<file path="config.mk">
export PLATFORM = sky130hd
export DESIGN_NAME = dot_product_4x4
export DESIGN_NICKNAME = d
export VERILOG_FILES = /design/src/rtl/dot_product_4x4.sv
export SDC_FILE = /design/constraint.sdc
export NUM_CORES = 1
export LEC_CHECK = 0
export CAP_MARGIN = 20
export CORE_UTILIZATION = 60
export DETAILED_ROUTE_END_ITERATION = 7
export PLACE_DENSITY = 0.9
export SYNTH_ARGS = -nofsm -noshare
export SYNTH_HDL_FRONTEND = slang
export SYNTH_SLANG_ARGS = --single-unit
</file>
<file path="constraint.sdc">
create_clock -name clk -period 8.81 [get_ports clk]
set_input_delay 2.2025 -clock clk [delete_from_list [all_inputs] [get_ports clk]]
set_output_delay 2.2025 -clock clk [all_outputs]
set_load 0.005 [all_outputs]
</file>
<file path="src/rtl/dot_product_4x4.sv">
// Streaming 4-bit dot-product engine: registers operand pairs into a 4x4 array
// multiplier and accumulates LEN products into a saturating result.

module Mult_4x4 (
  input  logic [3:0] i_a,
  input  logic [3:0] i_b,
  output logic [7:0] o_p
);
  logic [7:0] w_row [0:4];

  assign w_row[0] = '0;

  // One shifted partial-product row per multiplier bit, summed in a chain.
  genvar gi;
  generate
    for (gi = 0; gi < 4; gi++) begin : g_row
      logic [7:0] w_pp;
      assign w_pp          = {4'b0000, i_a & {4{i_b[gi]}}} << gi;
      assign w_row[gi + 1] = w_row[gi] + w_pp;
    end
  endgenerate

  assign o_p = w_row[4];
endmodule

module dot_product_4x4 #(
  parameter int LEN   = 4,
  parameter int ACC_W = 10
) (
  input  logic             clk,
  input  logic             rst,
  input  logic             in_valid,
  input  logic [3:0]       in_x,
  input  logic [3:0]       in_y,
  output logic             in_ready,
  output logic             out_valid,
  output logic [ACC_W-1:0] out_data,
  output logic             out_ovf,
  input  logic             out_ready
);
  localparam int CNT_W = $clog2(LEN + 1);

  typedef enum logic [1:0] {
    S_RUN  = 2'd0,
    S_WAIT = 2'd1,
    S_DONE = 2'd2
  } state_t;

  state_t           r_state;
  state_t           w_state_next;
  logic [3:0]       r_x;
  logic [3:0]       r_y;
  logic             r_v1;
  logic             r_last1;
  logic [CNT_W-1:0] r_cnt;
  logic [ACC_W-1:0] r_acc;
  logic             r_ovf;
  logic             r_out_valid;
  logic [ACC_W-1:0] r_out_data;
  logic             r_out_ovf;

  logic             w_in_xfer;
  logic             w_out_xfer;
  logic             w_cnt_last;
  logic [7:0]       w_prod;
  logic [ACC_W:0]   w_sum;
  logic             w_sum_ovf;
  logic [ACC_W-1:0] w_acc_sat;

  assign in_ready   = (r_state == S_RUN);
  assign out_valid  = r_out_valid;
  assign out_data   = r_out_data;
  assign out_ovf    = r_out_ovf;

  assign w_in_xfer  = in_valid && in_ready;
  assign w_out_xfer = r_out_valid && out_ready;
  assign w_cnt_last = (r_cnt == CNT_W'(LEN - 1));

  Mult_4x4 u_mult (
    .i_a (r_x),
    .i_b (r_y),
    .o_p (w_prod)
  );

  // One extra bit catches the carry; saturated acc stays all ones because any
  // non-zero product overflows again and a zero product leaves it unchanged.
  assign w_sum     = {1'b0, r_acc} + {{(ACC_W + 1 - 8){1'b0}}, w_prod};
  assign w_sum_ovf = w_sum[ACC_W];
  assign w_acc_sat = w_sum_ovf ? {ACC_W{1'b1}} : w_sum[ACC_W-1:0];

  always_ff @(posedge clk) begin
    if (rst) begin
      r_state <= S_RUN;
    end else begin
      r_state <= w_state_next;
    end
  end

  always_comb begin
    w_state_next = r_state;
    case (r_state)
      S_RUN:   if (w_in_xfer && w_cnt_last) w_state_next = S_WAIT;
      S_WAIT:  w_state_next = S_DONE;
      S_DONE:  if (w_out_xfer) w_state_next = S_RUN;
      default: w_state_next = S_RUN;
    endcase
  end

  always_ff @(posedge clk) begin
    if (rst) begin
      r_x         <= '0;
      r_y         <= '0;
      r_v1        <= 1'b0;
      r_last1     <= 1'b0;
      r_cnt       <= '0;
      r_acc       <= '0;
      r_ovf       <= 1'b0;
      r_out_valid <= 1'b0;
      r_out_data  <= '0;
      r_out_ovf   <= 1'b0;
    end else begin
      r_v1 <= w_in_xfer;
      if (w_in_xfer) begin
        r_x     <= in_x;
        r_y     <= in_y;
        r_last1 <= w_cnt_last;
        r_cnt   <= r_cnt + CNT_W'(1);
      end

      if (r_v1) begin
        r_acc <= w_acc_sat;
        r_ovf <= r_ovf | w_sum_ovf;
      end

      if (r_state == S_WAIT && r_v1 && r_last1) begin
        r_out_valid <= 1'b1;
        r_out_data  <= w_acc_sat;
        r_out_ovf   <= r_ovf | w_sum_ovf;
      end

      if (r_state == S_DONE && w_out_xfer) begin
        r_out_valid <= 1'b0;
        r_acc       <= '0;
        r_ovf       <= 1'b0;
        r_cnt       <= '0;
      end
    end
  end
endmodule

</file>
==> results.txt <==
Insertion delay to the later sink of the worst-skew pair: 0.35 ns. The tools report the post-route setup TNS as 0 ns. Post-cts hold buffer count: 0. The width of the die works out to 62.5 um. The clock transition time at the flip-flop clock pins of the worst setup and hold paths was 0.11 ns. Clock tree synthesis found a total of 38 sinks. The core region is 3420 um^2. The number of clock buffers added by TritonCTS is 5.

In this run the post-CTS setup repair buffer count came out at 0. For this run, asynchronously set or reset flops after synthesis account for 0%. Setup violations remaining at the end of the flow were counted as 0. The run finished with clean final reports. The number of buffer cells added on primary ports was 24. The global-route wire length before repair is 7040 um. Hold path startpoint: r_cnt[1]. The worst hold path passes through 2 cells.

The tool flagged a number of max-cap violations equal to 0. The critical path goes through clkdlybuf4s50_1 > a31oi_1 > o21ai_0 > a31oi_1. The clock passes through at most 2 buffers. Synthesis handed over a netlist of 244 instances. The actual slew at the worst max-slew pin was 0.907 ns; the final critical-path setup slack was 4.77 ns.

The logs give 25 for the boundary pin count and 2190 um^2 for the synthesized area. The post-route netlist has 6.42% of its cells at a drive strength greater than 1. For this run, the top clock speed supported by timing is 247 MHz.

Overall power consumption after layout is estimated at 0.321 mW. The number of antenna violations at the first check in global routing is 0, and the starting utilization of the core area is 64.2%. The critical path in this run is classified as in -> reg.

TritonCTS built the clock tree. The worst hold path class is reg -> reg. The cell at the root of the clock tree is clkbuf_4. In the routed layout, each cell is associated on average with a via count of 5.50.

Count of distinct cell types in the synthesized netlist: 41. The run gives 0 as the total congestion overflow. In this run the static leakage power is 1.04 nW. Sequential elements use 34.7% of the synthesized area.

The share of the cycle needed by the critical path after routing is 45.9%. The residual antenna-violating net count after detailed routing is 0. At the end of the flow, the number of nets in the layout was 307. The number of flops mapped to enable cells by yosys is 0. Time the final worst path needs with I/O delays and setup: 4.04 ns.

The maximum level of the CTS H-tree was 2; the signed area change from the synthesized netlist to the final layout was 14.1%. In the layout the commonest cells are dfxtp_1, nand2_1, clkdlybuf4s50_1. The count of endpoints failing hold in the final timing report is 0, and the number of warnings issued by yosys is 0.

Critical path startpoint category: an input port. In this run the mean area of a mapped cell was 8.99 um^2. Row generation in the floorplan step produced 21 rows.

Terminus of the critical flop-to-flop path: out_data[9]. The placed instance count is 303. Setup repair after global routing left no endpoint under its margin.

At the placement stage, the worst setup path has a slack of 4.38 ns. The via count of the first global-routing pass was 1626; the iteration count of the initial detailed-routing pass was 6. For this design the ratio of total power to cell area is 128 nW/um^2. Number of DRC markers in iteration 0: 92. The worst setup path is captured at a register. Along the worst path, the maximum fanout reaches 27.

The critical path starts at rst. Leaving out filler cells and counting taps, the final layout contains 311. Counting stages on the worst path, the most repeated cell is a31oi_1.

Detailed placement finished with a half-perimeter wire length of 3080 um. The worst hold path terminates at r_cnt[1]. In this design, the stage delay of the slowest critical-path cell is 0.86 ns. The number of antenna diodes in the final layout is 0.

The detailed router placed 1712 vias in this run. The highest-delay cell along the critical path is clkdlybuf4s50_1. Among all flip-flop cells after synthesis, the most frequent one is dfxtp_1.

Counting every net in the synthesized netlist gives 287. The number of cells on the worst reg-to-reg path is 12. Leaving out fill and tap cells, the most frequent cell in the layout is dfxtp_1. The number of gates resized after CTS was 0. The area enclosed by the die boundary came out at 3900 um^2. The arrival time of the worst setup path came out at 4.32 ns. Measured along the y axis, the die boundary spans 62.5 um. The average wire per standard cell works out to 12.8 um. The placer congestion estimate came out at 0.891. The clock skew after layout is 0.0120 ns, and the largest vdd supply drop is 120 uV. The run gives 0 as the count of final max-slew check failures. The relative slew slack came out at 39.3%. Worst flop-to-flop path startpoint: r_x[0]. Entering global routing, the biggest net connects 28 pins. In this run the register-to-register setup slack is 5.05 ns.

Number of storage elements in the synthesis netlist: 38. STA puts the critical path data required time at 9.08 ns. The logs give 22.8% for the overall global routing resource usage and 0 for the number of remaining DRC errors. Wires add up to 3990 um.
-- worst max path at each step --
stage,endpoint,slack (ns),cells after the start
6_report,r_acc[5],4.77,4
5_1_grt,r_acc[5],4.46,4
4_1_cts,r_acc[5],4.77,4
3_5_place_dp,r_acc[5],4.38,4
3_3_place_gp,r_acc[0],4.55,4
2_1_floorplan,out_data[9],5.41,12
-- synth_stat cells (2+ instances only) --
cell type | number | area, um^2
a21oi_1 | 15 | 75.1
a31oi_1 | 10 | 62.6
a211oi_1 | 3 | 22.5
buf_2 | 3 | 15.0
nand3b_1 | 3 | 22.5
a211oi_2 | 2 | 25.0
dfxtp_1 | 38 | 761
nand2_1 | 31 | 116
nor2_1 | 19 | 71.3
and2_1 | 12 | 75.1
a311oi_1 | 10 | 87.6
o21ai_0 | 12 | 60.1
xor2_1 | 2 | 17.5
nand4b_1 | 2 | 17.5
nor2b_1 | 2 | 12.5
inv_1 | 18 | 67.6
nand2b_1 | 2 | 12.5
ha_1 | 21 | 263
clkbuf_1 | 7 | 26.3
fa_1 | 10 | 200
xnor2_1 | 2 | 17.5
-- area by class of cell --
type / instances / area, um^2
clock buffers: 6 / 51.3
repair buffers: 24 / 240
fillers: 269 / 913
well taps: 46 / 57.6
flip-flops and latches: 38 / 761
clock inverters: 2 / 12.5
inverters: 18 / 67.6
multi-input cells: 177 / 1310
-- registers in the layout, summed over array words and instances (netlist names) --
register   flops
r_ovf          1
r_x            4
out_data      10
r_v1           1
r_y            4
out_ovf        1
r_cnt          3
r_last1        1
out_valid      1
r_state        2
r_acc         10
-- worst max-delay path: cells and delay by family --
family,cells,cell delay (ns)
AO/OA/AOI/OAI,3,1.25
buffers and inverters,1,0.86
-- report_power, final --
group          total [mW]  switching (mW)  internal, mW
sequential          0.185         0.00639         0.178
combinational      0.0397          0.0218        0.0180
clock              0.0965          0.0582        0.0384
-- metal layers --
metal	GRT usage [%]	wire length (um)	vias to the layer above
li1	-	-	895
met1	29.4	1880	773
met2	38.6	1900	39
met3	4.93	156	5
met4	6.10	47	0
met5	0	0	-
-- metrics by stage --
stage / cell area (um^2) / hold slack (ns) / utilization [%]
final: 2500 / 0.475 / 73.3
after global routing: 2500 / 0.503 / 73.3
after CTS: 2500 / 0.475 / 73.3
after detailed placement: 2440 / 0.459 / 71.4
after global placement: 2440 / 0.451 / 71.4
after floorplan: 2190 / 0.431 / -
-- logic make-up (layout without fill, tap and decap cells) --
kind of cell               after synthesis  in the layout  share of synthesized area (%)
adders and majority gates               31             31                           21.1
and+or+nand+nor                         79             79                           17.6
AOI/OAI and AO/OA                       63             63                           19.5
DFF                                     38             38                           34.7
buffers and inverters                   29             50                           5.48
xor gates and xnor gates                 4              4                           1.60
(Power assumes the default switching activity.)
